<file path="config.mk">
export PLATFORM = sky130hd
export DESIGN_NAME = link_handshake
export DESIGN_NICKNAME = d
export VERILOG_FILES = /design/src/rtl/link_handshake.sv
export SDC_FILE = /design/constraint.sdc
export NUM_CORES = 1
export LEC_CHECK = 0
export CAP_MARGIN = 30
export CORE_ASPECT_RATIO = 1.1
export CORE_UTILIZATION = 45
export CTS_BUF_LIST = sky130_fd_sc_hd__clkbuf_16
export DETAILED_ROUTE_END_ITERATION = 12
export GPL_TIMING_DRIVEN = 0
export PLACE_DENSITY = 0.58
export SLEW_MARGIN = 15
export SYNTH_ARGS = -nofsm -noshare
export SYNTH_HDL_FRONTEND = slang
export SYNTH_SLANG_ARGS = --single-unit
export TNS_END_PERCENT = 100
</file>
<file path="constraint.sdc">
create_clock -name clk -period 3.85 [get_ports clk]
set_clock_uncertainty 0.1 [all_clocks]
set_input_delay 0.77 -clock clk [delete_from_list [all_inputs] [get_ports clk]]
set_output_delay 0.77 -clock clk [all_outputs]
set_load 0.02 [all_outputs]
</file>
<file path="src/rtl/link_handshake.sv">
// Board-to-board link bring-up and supervision: RDY / RDY_ACK / START / START_ACK handshake
// with bounded retry, then heartbeat keep-alive and loss detection while connected.
module link_handshake #(
    parameter int              DW             = 8,
    parameter int              TIMEOUT        = 10_000_000,
    parameter int              MAX_RETRY      = 7,
    parameter int              HB_PERIOD      = 5_000_000,
    parameter int              LOSS_TIMEOUT   = 20_000_000,
    parameter logic [DW-1:0]   CODE_RDY       = DW'('h90),
    parameter logic [DW-1:0]   CODE_RDY_ACK   = DW'('h91),
    parameter logic [DW-1:0]   CODE_START     = DW'('h92),
    parameter logic [DW-1:0]   CODE_START_ACK = DW'('h93),
    parameter logic [DW-1:0]   CODE_HB        = DW'('h94)
) (
    input  logic          clk,
    input  logic          reset,
    input  logic          restart,
    input  logic [DW-1:0] rx_data,
    input  logic          rx_valid,
    input  logic          tx_busy,
    output logic [DW-1:0] tx_data,
    output logic          tx_send,
    output logic          link_up,
    output logic          initiator,
    output logic          link_lost,
    output logic          failed
);

    localparam int MAX_AB  = (TIMEOUT > HB_PERIOD) ? TIMEOUT : HB_PERIOD;
    localparam int MAX_CNT = (MAX_AB > LOSS_TIMEOUT) ? MAX_AB : LOSS_TIMEOUT;
    localparam int CW      = $clog2(MAX_CNT) + 1;
    localparam int RW      = $clog2(MAX_RETRY + 2);

    localparam logic [CW-1:0] WAIT_LAST   = CW'(TIMEOUT - 1);
    localparam logic [CW-1:0] HB_LAST     = CW'(HB_PERIOD - 1);
    localparam logic [CW-1:0] LOSS_LAST   = CW'(LOSS_TIMEOUT - 1);
    localparam logic [RW-1:0] RETRY_LIMIT = RW'(MAX_RETRY);

    typedef enum logic [3:0] {
        S_INVITE, S_INV_WAIT, S_INV_ACK, S_INV_ACK_WAIT, S_STARTG,
        S_STARTG_WAIT, S_STARTG_ACK, S_CONNECTED, S_HB_SEND, S_FAILED
    } state_t;

    state_t        state_reg, state_next;
    logic [CW-1:0] wait_reg, wait_next;
    logic [CW-1:0] hb_reg, hb_next;
    logic [CW-1:0] loss_reg, loss_next;
    logic [RW-1:0] retry_reg, retry_next;
    logic [DW-1:0] tx_data_reg, tx_data_next;
    logic          tx_send_reg, tx_send_next;
    logic          link_up_reg, link_up_next;
    logic          initiator_reg, initiator_next;
    logic          link_lost_reg, link_lost_next;
    logic          failed_reg, failed_next;

    function automatic logic [CW-1:0] sat_inc(input logic [CW-1:0] v);
        return (v == '1) ? v : v + CW'(1);
    endfunction

    logic          rx_rdy, rx_rdy_ack, rx_start, rx_start_ack;
    logic          can_send, wait_expired, retry_fail, loss_fire;
    logic [RW-1:0] retry_inc;
    logic [CW-1:0] loss_run;

    assign rx_rdy       = rx_valid && (rx_data == CODE_RDY);
    assign rx_rdy_ack   = rx_valid && (rx_data == CODE_RDY_ACK);
    assign rx_start     = rx_valid && (rx_data == CODE_START);
    assign rx_start_ack = rx_valid && (rx_data == CODE_START_ACK);
    // The extra tx_send_reg term keeps strobes at least one idle cycle apart.
    assign can_send     = !tx_busy && !tx_send_reg;
    assign wait_expired = (wait_reg >= WAIT_LAST);
    assign retry_inc    = (retry_reg == '1) ? retry_reg : retry_reg + RW'(1);
    assign retry_fail   = (MAX_RETRY != 0) && (retry_inc > RETRY_LIMIT);
    assign loss_fire    = !rx_valid && (loss_reg >= LOSS_LAST);
    assign loss_run     = rx_valid ? '0 : sat_inc(loss_reg);

    always_comb begin
        state_next     = state_reg;
        wait_next      = '0;
        hb_next        = '0;
        loss_next      = '0;
        retry_next     = retry_reg;
        tx_data_next   = tx_data_reg;
        tx_send_next   = 1'b0;
        initiator_next = initiator_reg;
        link_lost_next = 1'b0;

        case (state_reg)
            S_INVITE: if (can_send) begin
                tx_send_next = 1'b1; tx_data_next = CODE_RDY; state_next = S_INV_WAIT;
            end
            S_INV_WAIT: begin
                if (rx_rdy_ack)        state_next = S_STARTG;
                else if (rx_rdy)       state_next = S_INV_ACK;
                else if (wait_expired) begin
                    retry_next = retry_inc;
                    state_next = retry_fail ? S_FAILED : S_INVITE;
                end else               wait_next = sat_inc(wait_reg);
            end
            S_INV_ACK: if (can_send) begin
                tx_send_next = 1'b1; tx_data_next = CODE_RDY_ACK; state_next = S_INV_ACK_WAIT;
            end
            S_INV_ACK_WAIT: begin
                if (rx_start)          state_next = S_STARTG_ACK;
                else if (rx_rdy)       state_next = S_INV_ACK;
                else if (wait_expired) begin
                    retry_next = retry_inc;
                    state_next = retry_fail ? S_FAILED : S_INVITE;
                end else               wait_next = sat_inc(wait_reg);
            end
            S_STARTG: if (can_send) begin
                tx_send_next = 1'b1; tx_data_next = CODE_START; state_next = S_STARTG_WAIT;
            end
            S_STARTG_WAIT: begin
                if (rx_start_ack) begin
                    state_next = S_CONNECTED; initiator_next = 1'b1; retry_next = '0;
                end else if (wait_expired) begin
                    retry_next = retry_inc;
                    state_next = retry_fail ? S_FAILED : S_INVITE;
                end else wait_next = sat_inc(wait_reg);
            end
            S_STARTG_ACK: if (can_send) begin
                tx_send_next = 1'b1; tx_data_next = CODE_START_ACK;
                state_next = S_CONNECTED; initiator_next = 1'b0; retry_next = '0;
            end
            S_CONNECTED: begin
                loss_next = loss_run;
                hb_next   = sat_inc(hb_reg);
                if (loss_fire) begin
                    link_lost_next = 1'b1; state_next = S_INVITE;
                end else if (rx_rdy) begin
                    state_next = S_INV_ACK;
                end else if (hb_reg >= HB_LAST) begin
                    state_next = S_HB_SEND; hb_next = '0;
                end
            end
            S_HB_SEND: begin
                // Loss supervision continues while the heartbeat waits for the transmitter.
                loss_next = loss_run;
                if (loss_fire) begin
                    link_lost_next = 1'b1; state_next = S_INVITE;
                end else if (can_send) begin
                    tx_send_next = 1'b1; tx_data_next = CODE_HB; state_next = S_CONNECTED;
                end
            end
            S_FAILED: if (restart) begin
                state_next = S_INVITE; retry_next = '0;
            end
            default: state_next = S_INVITE;
        endcase

        link_up_next = (state_next == S_CONNECTED) || (state_next == S_HB_SEND);
        failed_next  = (state_next == S_FAILED);
    end

    always_ff @(posedge clk or posedge reset) begin
        if (reset) begin
            state_reg     <= S_INVITE;
            wait_reg      <= '0;
            hb_reg        <= '0;
            loss_reg      <= '0;
            retry_reg     <= '0;
            tx_data_reg   <= '0;
            tx_send_reg   <= 1'b0;
            link_up_reg   <= 1'b0;
            initiator_reg <= 1'b0;
            link_lost_reg <= 1'b0;
            failed_reg    <= 1'b0;
        end else begin
            state_reg     <= state_next;
            wait_reg      <= wait_next;
            hb_reg        <= hb_next;
            loss_reg      <= loss_next;
            retry_reg     <= retry_next;
            tx_data_reg   <= tx_data_next;
            tx_send_reg   <= tx_send_next;
            link_up_reg   <= link_up_next;
            initiator_reg <= initiator_next;
            link_lost_reg <= link_lost_next;
            failed_reg    <= failed_next;
        end
    end

    assign tx_data   = tx_data_reg;
    assign tx_send   = tx_send_reg;
    assign link_up   = link_up_reg;
    assign initiator = initiator_reg;
    assign link_lost = link_lost_reg;
    assign failed    = failed_reg;

endmodule

</file>
==> key figures, run 1 <==
Finish
  – ANT cells: 0
  – Layout Nets: 640
  – Finished Cell Area: 6032 um2
  – Most frequent cells in the layout: 95 x dfrtp_1, 86 x nor2_1, 51 x nand2_1
  – Commonest non-fill, non-tap cell in the layout: dfrtp_1
  – Area growth, synth to finish: 13.70%
  – Layout cells sized above 1: 6.847%

Floorplan
  – Initial Util: 46.17%
  – Die area: 12,230 um2
  – Die Width: 105.5 um
  – Core outline area: 11,490 um2
  – Cell row count: 41
  – Die Ht: 115.9 um
  – Number of top-level pins: 26

Synth
  – Post-Syn Area: 5305 um2
  – Synth Flop Type: dfrtp_1
  – Top-area cell type share of the netlist area: 44.81%
  – Distinct cells, synth: 65
  – Post-synth EDFFs: 0
  – Area leader, netlist: dfrtp_1
  – Ys async rst share: 100.0%
  – Syn Inst Count: 585
  – Post-synthesis sequential area ratio: 44.81%
  – Ys Warns: 0
  – Syn_area_per_cell: 9.069 um2
  – Top cells by area, synth: dfrtp_1 45%, nor2_1 6.1%, xnor2_1 5.8%, xor2_1 3.8%, nand2_1 3.6%
  – Flops & latches, synth: 95

Timing
  – Unrepaired setup endpoints after global routing: no
  – Slew margin rel.: 44.36%
  – Final setup vio count: 0
  – Fmax: 301.3 MHz
  – Final Max Slew Viols: 0
  – Final TNS setup: 0 ns
  – Minimum hold slack: 0.3902 ns
  – PnR worst setup slack: 0.5314 ns
  – Tightest Pin Transition: 0.8307 ns
  – Final worst path period need: 3.319 ns
  – Final hold viol count: 0
  – Final period util: 86.20%

Drt
  – Post-DRT Antenna Nets: 0
  – Post-route DRC violation count: 0
  – Drt wl/cell: 14.99 um
  – First DRT Iteration DRCs: 177
  – Vias per Instance: 5.531
  – Vias: 4,303
  – Drt pass-1 iters: 5
  – Routed WL: 11,660 um

GRT
  – GRT Residual Overflow: 0
  – Pin count of the biggest net entering global routing: 58
  – Initial antenna violation count: 0
  – First-pass GRT wire length: 19,690 um
  – Global-route usage over all layers: 20.26%
  – Number of global-route vias before repair: 4,130

CTS
  – Hold_buf cts: 0
  – Post-CTS Resized: 0
  – Post-CTS Repair Setup Buffers: 0
  – H-tree depth: 3
  – Clock transition at path regs: 0.06 ns
  – Worst-case clock buffer depth: 2
  – Total CTS buffers: 9
  – Clock root cell: clkbuf_16
  – Clock Latency Late Sink: 0.35 ns
  – CTS tree: done
  – Clock Sinks: 95

Power and ir drop
  – Total power: 2.637 mW
  – Power Density: 437.1 nW/um2
  – Lkg Pwr: 2.402 nW
  – VDD IR-drop max: 0.2424 mV

Place
  – Placed Area: 5751 um2
  – PortBufs: 22
  – Final HPWL DP: 8275 um
  – Pre-CTS setup slack: 0.1711 ns
  – Routability Congestion: 0.8455

Setup path
  – Data required, critical path: 3.98 ns
  – CP top delay family: simple AND/OR/NAND/NOR gates
  – Kind of critical path: primary input to flop
  – Arr. time, crit path: 3.44 ns
  – Max incr delay on CP: 0.54 ns
  – Slowest-stage cell, CP: clkdlybuf4s50_1
  – Crit start category: primary input
  – Most used cell, CP: buf_2
  – Critical path capture point type: flop
  – Buf/Inv on CP: 3
  – Cell Chain, Critical Path: clkdlybuf4s50_1, nand4b_1, or4_1, buf_2, or4_4, o211a_2, nand3_2, buf_2, nor2_1
  – Crit-path max FO: 10

Outcome
  – Status: completed

Run
  – Total of max-cap violations: 0

Min path
  – Path category of the worst min-delay check: flop to flop
kinds of logic after synthesis:
logic type,synth area share [%]
AOI/OAI and AO/OA,10.40
xor gates and xnor gates,9.575
adders and majority gates,0.9434
buffers and inverters,2.948
DFF,44.81
muxes,0.5896
other,0.07069
and+or+nand+nor,30.66
path summary, 6_finish.rpt:
path,start,endpoint,slack (ns),cells after the start
worst max register to register,loss_reg[18]$_DFFE_PP0P_,hb_reg[16]$_DFF_PP0_,1.07,6
max in group asynchronous,reset,hb_reg[18]$_DFF_PP0_,2.19,3
worst max-delay path,rx_valid,wait_reg[9]$_DFF_PP0_,0.53,9
min in group asynchronous,reset,link_lost$_DFF_PP0_,0.80,2
worst min register to register,tx_data[1]$_DFFE_PP0P_,tx_data[1]$_DFFE_PP0P_,0.39,2
worst min-delay path,tx_data[1]$_DFFE_PP0P_,tx_data[1]$_DFFE_PP0P_,0.39,2
synth_stat cells (5+ instances only):
library cell and count:
buf_4 5, xor2_1 23, o21ai_0 14, and4_1 6, xnor2_1 35, nor4_1 6, a21o_1 5, or3_1 8
o31ai_1 8, nor3_1 32, inv_1 11, nand2_1 51, and3_1 18, nand2b_1 11, a21oi_1 21, buf_2 8
nor2_1 86, dfrtp_1 95, nand4_1 9, nor3b_1 8, a31oi_1 9, nor4b_1 6, clkbuf_1 9, and2_1 6
nand3_1 31
tightest hold or removal path: cells and delay by family (launching register included):
family / cells / cell delay, ns
DFF: 1 / 0.34
AOI/OAI and AO/OA: 1 / 0.06
and+or+nand+nor: 1 / 0.05
power by group:
| group | switching (mW) | internal, mW | leakage (nW) |
|---|---|---|---|
| registers | 0.0599 | 1.07 | 1.30 |
| clock network | 0.377 | 0.492 | 0.141 |
| logic | 0.392 | 0.242 | 0.958 |
layer usage:
| layer | wire length, um | up-vias | global-route usage [%] | share of wire, % |
|---|---|---|---|---|
| met2 | 5386 | 68 | 32.76 | 46 |
| li1 | - | 2141 | - | - |
| met4 | 231 | 0 | 9.167 | 2.0 |
| met5 | 0 | - | 0 | 0 |
| met1 | 5653 | 2075 | 27.00 | 48 |
| met3 | 389 | 19 | 3.206 | 3.3 |
per-stage QoR:
| stage | util [%] | std cells |
|---|---|---|
| after floorplan | - | 589 |
| after global placement | 49.85 | 761 |
| after detailed placement | 50.04 | 762 |
| after CTS | 52.49 | 778 |
| after global routing | 52.49 | 778 |
| final | 52.49 | 778 |
final cells by class:
class,count,area (um2)
clock inverters,7,56.30
repair buffers,23,240.2
fillers,1089,5459
multi-input cells,460,2786
well taps,150,187.7
inverters,11,43.79
plain buffers,23,115.1
flip-flops and latches,95,2377
clock buffers,9,225.2
(Power assumes the default switching activity.)
==> run 2, diff against run 1 <==
--- a/config.mk
+++ b/config.mk
@@ -12,6 +12,7 @@
 export DETAILED_ROUTE_END_ITERATION = 12
 export GPL_TIMING_DRIVEN = 0
 export PLACE_DENSITY = 0.58
+export SETUP_SLACK_MARGIN = 0.15
 export SLEW_MARGIN = 15
 export SYNTH_ARGS = -nofsm -noshare
 export SYNTH_HDL_FRONTEND = slang
==> results of run 2 <==
Same layout as run 1: the final DEF is identical, and so are final timing and power.
==> run 3, diff against run 2 <==
--- a/config.mk
+++ b/config.mk
@@ -7,11 +7,11 @@
 export LEC_CHECK = 0
 export CAP_MARGIN = 30
 export CORE_ASPECT_RATIO = 1.1
-export CORE_UTILIZATION = 45
+export CORE_UTILIZATION = 61
 export CTS_BUF_LIST = sky130_fd_sc_hd__clkbuf_16
 export DETAILED_ROUTE_END_ITERATION = 12
 export GPL_TIMING_DRIVEN = 0
-export PLACE_DENSITY = 0.58
+export PLACE_DENSITY = 0.77
 export SETUP_SLACK_MARGIN = 0.15
 export SLEW_MARGIN = 15
 export SYNTH_ARGS = -nofsm -noshare
==> run 3 against run 2 <==
- wire length down 2.4%
- clock power up 7.9%
- maximum frequency rose by 0.36%
- critical endpoint unchanged
- total power rose by 3.1%
- core utilization grew 19 points
==> key figures, run 3 (synthesized netlist as in run 1, its figures left out) <==
CTS
  – H-tree depth: 3 (unchanged)
  – CTS tree: done
  – Worst-case clock buffer depth: 2 (unchanged)
  – Hold_buf cts: 0 (unchanged)
  – Clock Latency Late Sink: 0.34 ns (about the same)
  – Post-CTS Resized: 0 (unchanged)
  – Clock Sinks: 95 (unchanged)
  – Post-CTS Repair Setup Buffers: 0 (unchanged)
  – Clock root cell: clkbuf_16
  – Clock transition at path regs: 0.06 ns (about the same)
  – Total CTS buffers: 9 (unchanged)

Power and ir drop
  – Switching Share: 30.74% (-0.68 points)
  – Clk pwr share: 34.5% (+1.5 points)
  – Sw Pwr: 0.8354 mW (+0.84%)
  – Internal power: 1.882 mW (+4.1%)
  – VDD IR-drop max: 0.2709 mV (+12%)
  – Logic pwr share: 23.8% (-0.2 points)
  – Lkg Pwr: 2.414 nW (+0.49%)
  – Power Density: 451.3 nW/um2 (+3.2%)
  – Reg power frac: 41.7% (-1.3 points)
  – Total power: 2.717 mW (+3.1%)

Drt
  – Drt pass-1 iters: 4 (-1)
  – Vias per Instance: 6.001 (+8.5%)
  – Vias: 4,429 (+2.9%)
  – Post-route DRC violation count: 0 (unchanged)
  – First DRT Iteration DRCs: 301 (+70%)
  – Post-DRT Antenna Nets: 0 (unchanged)
  – Drt wl/cell: 15.42 um (+2.9%)
  – Routed WL: 11,380 um (-2.4%)

Finish
  – Non-filler instance count after layout: 738 (-5.1%)
  – Finished Cell Area: 6022 um2 (-0.17%)
  – Area growth, synth to finish: 13.51%
  – Layout Nets: 640 (unchanged)
  – Most frequent cells in the layout: 95 x dfrtp_1, 86 x nor2_1, 51 x nand2_1
  – Commonest non-fill, non-tap cell in the layout: dfrtp_1
  – Fillers: 667 (-39%)
  – ANT cells: 0 (unchanged)
  – Layout cells sized above 1: 7.337% (+0.49 points)
  – Final core occ: 71.62% (+19 points)

Floorplan
  – Initial Util: 63.10% (+17 points)
  – Cell row count: 35 (-15%)
  – Core outline area: 8408 um2 (-27%)
  – Die Width: 90.92 um (-14%)
  – Number of top-level pins: 26 (unchanged)
  – Die Ht: 99.81 um (-14%)
  – Die area: 9074 um2 (-26%)

Timing
  – Tightest Pin Transition: 0.7498 ns (-0.08083 ns)
  – Final Max Slew Viols: 0 (unchanged)
  – Final period util: 85.89% (-0.31 points)
  – Final setup vio count: 0 (unchanged)
  – PnR worst setup slack: 0.5433 ns (+0.01185 ns)
  – Slew margin rel.: 49.78% (+5.4 points)
  – Unrepaired setup endpoints after global routing: no
  – Final hold viol count: 0 (unchanged)
  – Fmax: 302.4 MHz (+0.36%)
  – Final worst path period need: 3.307 ns (-0.01185 ns)

Setup path
  – Data required, critical path: 3.97 ns (about the same)
  – Slowest-stage cell, CP: clkdlybuf4s50_1
  – Crit-path max FO: 10 (unchanged)
  – Kind of critical path: primary input to flop
  – Most used cell, CP: buf_2
  – Cell Chain, Critical Path: clkdlybuf4s50_1, nand4b_1, or4_1, buf_2, or4_4, o211a_2, nand3_2, buf_2, nor2_1
  – Crit start category: primary input
  – Max incr delay on CP: 0.55 ns (about the same)
  – Critical path capture point type: flop
  – Arr. time, crit path: 3.42 ns (-0.02 ns)

Place
  – PortBufs: 22 (unchanged)
  – Pre-CTS setup slack: 0.1997 ns (+0.02854 ns)
  – Placed insts: 723 (-5.1%)
  – Final HPWL DP: 8061 um (-2.6%)
  – Placed Area: 5709 um2 (-0.72%)
  – Routability Congestion: 0.8623 (+2.0%)

GRT
  – GRT Residual Overflow: 0 (unchanged)
  – Pin count of the biggest net entering global routing: 60 (+3.4%)
  – Number of global-route vias before repair: 4,326 (+4.7%)
  – Initial antenna violation count: 0 (unchanged)
  – First-pass GRT wire length: 19,830 um (+0.74%)
  – Global-route usage over all layers: 27.07% (+6.8 points)

Outcome
  – Status: completed

Min path
  – Path category of the worst min-delay check: flop to flop

Run
  – Total of max-cap violations: 0 (unchanged)
run 3: cell count changes in the layout (fill, tap and decap cells not counted):
cell        delta
buf_12         -1
buf_16         +1
bufinv_16      +1
clkinv_1       -3
clkinv_4       +1
clkinvlp_4     +1
inv_1          -1
run 3: layer usage:
layer / track usage, % / wire, um / vias up / share of wire (%)
li1: - / - / 2141 / -
met1: 37.47 / 5250 / 2167 / 46
met2: 44.00 / 5553 / 104 / 49
met3: 3.712 / 410 / 17 / 3.6
met4: 10.13 / 165 / 0 / 1.4
met5: 0 / 0 / - / 0
run 3: power by group through the flow:
stage | Sequential, mW | Clock [mW] | Combinational, mW
finish | 1.13 | 0.938 | 0.648
global route | 1.14 | 0.985 | 0.713
CTS | 1.13 | 0.949 | 0.639
detailed placement | 1.15 | 0 | 0.634
global placement | 1.15 | 0 | 0.616
floorplan | 1.17 | 0 | 0.403
run 3: worst max-delay path, delay by kind of cell:
kind / cells / cell delay [ns]
buf+inv: 3 / 0.99
compound gates: 1 / 0.20
simple gates: 5 / 1.45
run 3: cell type report:
cell class                      instances  area (um2)  share of cell area [%]
Timing Repair Buffer                   23       247.7                   4.114
Clock inverter                          6       87.58                   1.454
Tap cell                              111       138.9                   2.306
Sequential cell                        95        2377                   39.48
Inverter                               11       43.79                  0.7272
Buffer                                 23       115.1                   1.911
Clock buffer                            9       225.2                   3.740
Multi-Input combinational cell        460        2786                   46.27
run 3: worst paths after layout:
check,slack (ns),cells past startpoint,start,endpoint
worst max-delay path,0.54,9,rx_valid,wait_reg[9]$_DFF_PP0_
worst min-delay path,0.39,2,tx_data[1]$_DFFE_PP0P_,tx_data[1]$_DFFE_PP0P_
worst max register to register,1.00,8,loss_reg[0]$_DFFE_PP0P_,link_up$_DFF_PP0_
worst min register to register,0.39,2,tx_data[1]$_DFFE_PP0P_,tx_data[1]$_DFFE_PP0P_
max in group asynchronous,2.29,3,reset,hb_reg[17]$_DFF_PP0_
min in group asynchronous,0.72,2,reset,loss_reg[12]$_DFFE_PP0P_
run 3: metrics by stage:
| step | setup TNS (ns) | hold slack (ns) |
|---|---|---|
| floorplan | 0 | 0.3605 |
| global placement | -82.88 | 0.3740 |
| detailed placement | 0 | 0.3751 |
| CTS | 0 | 0.3962 |
| global route | 0 | 0.4248 |
| finish | 0 | 0.3877 |
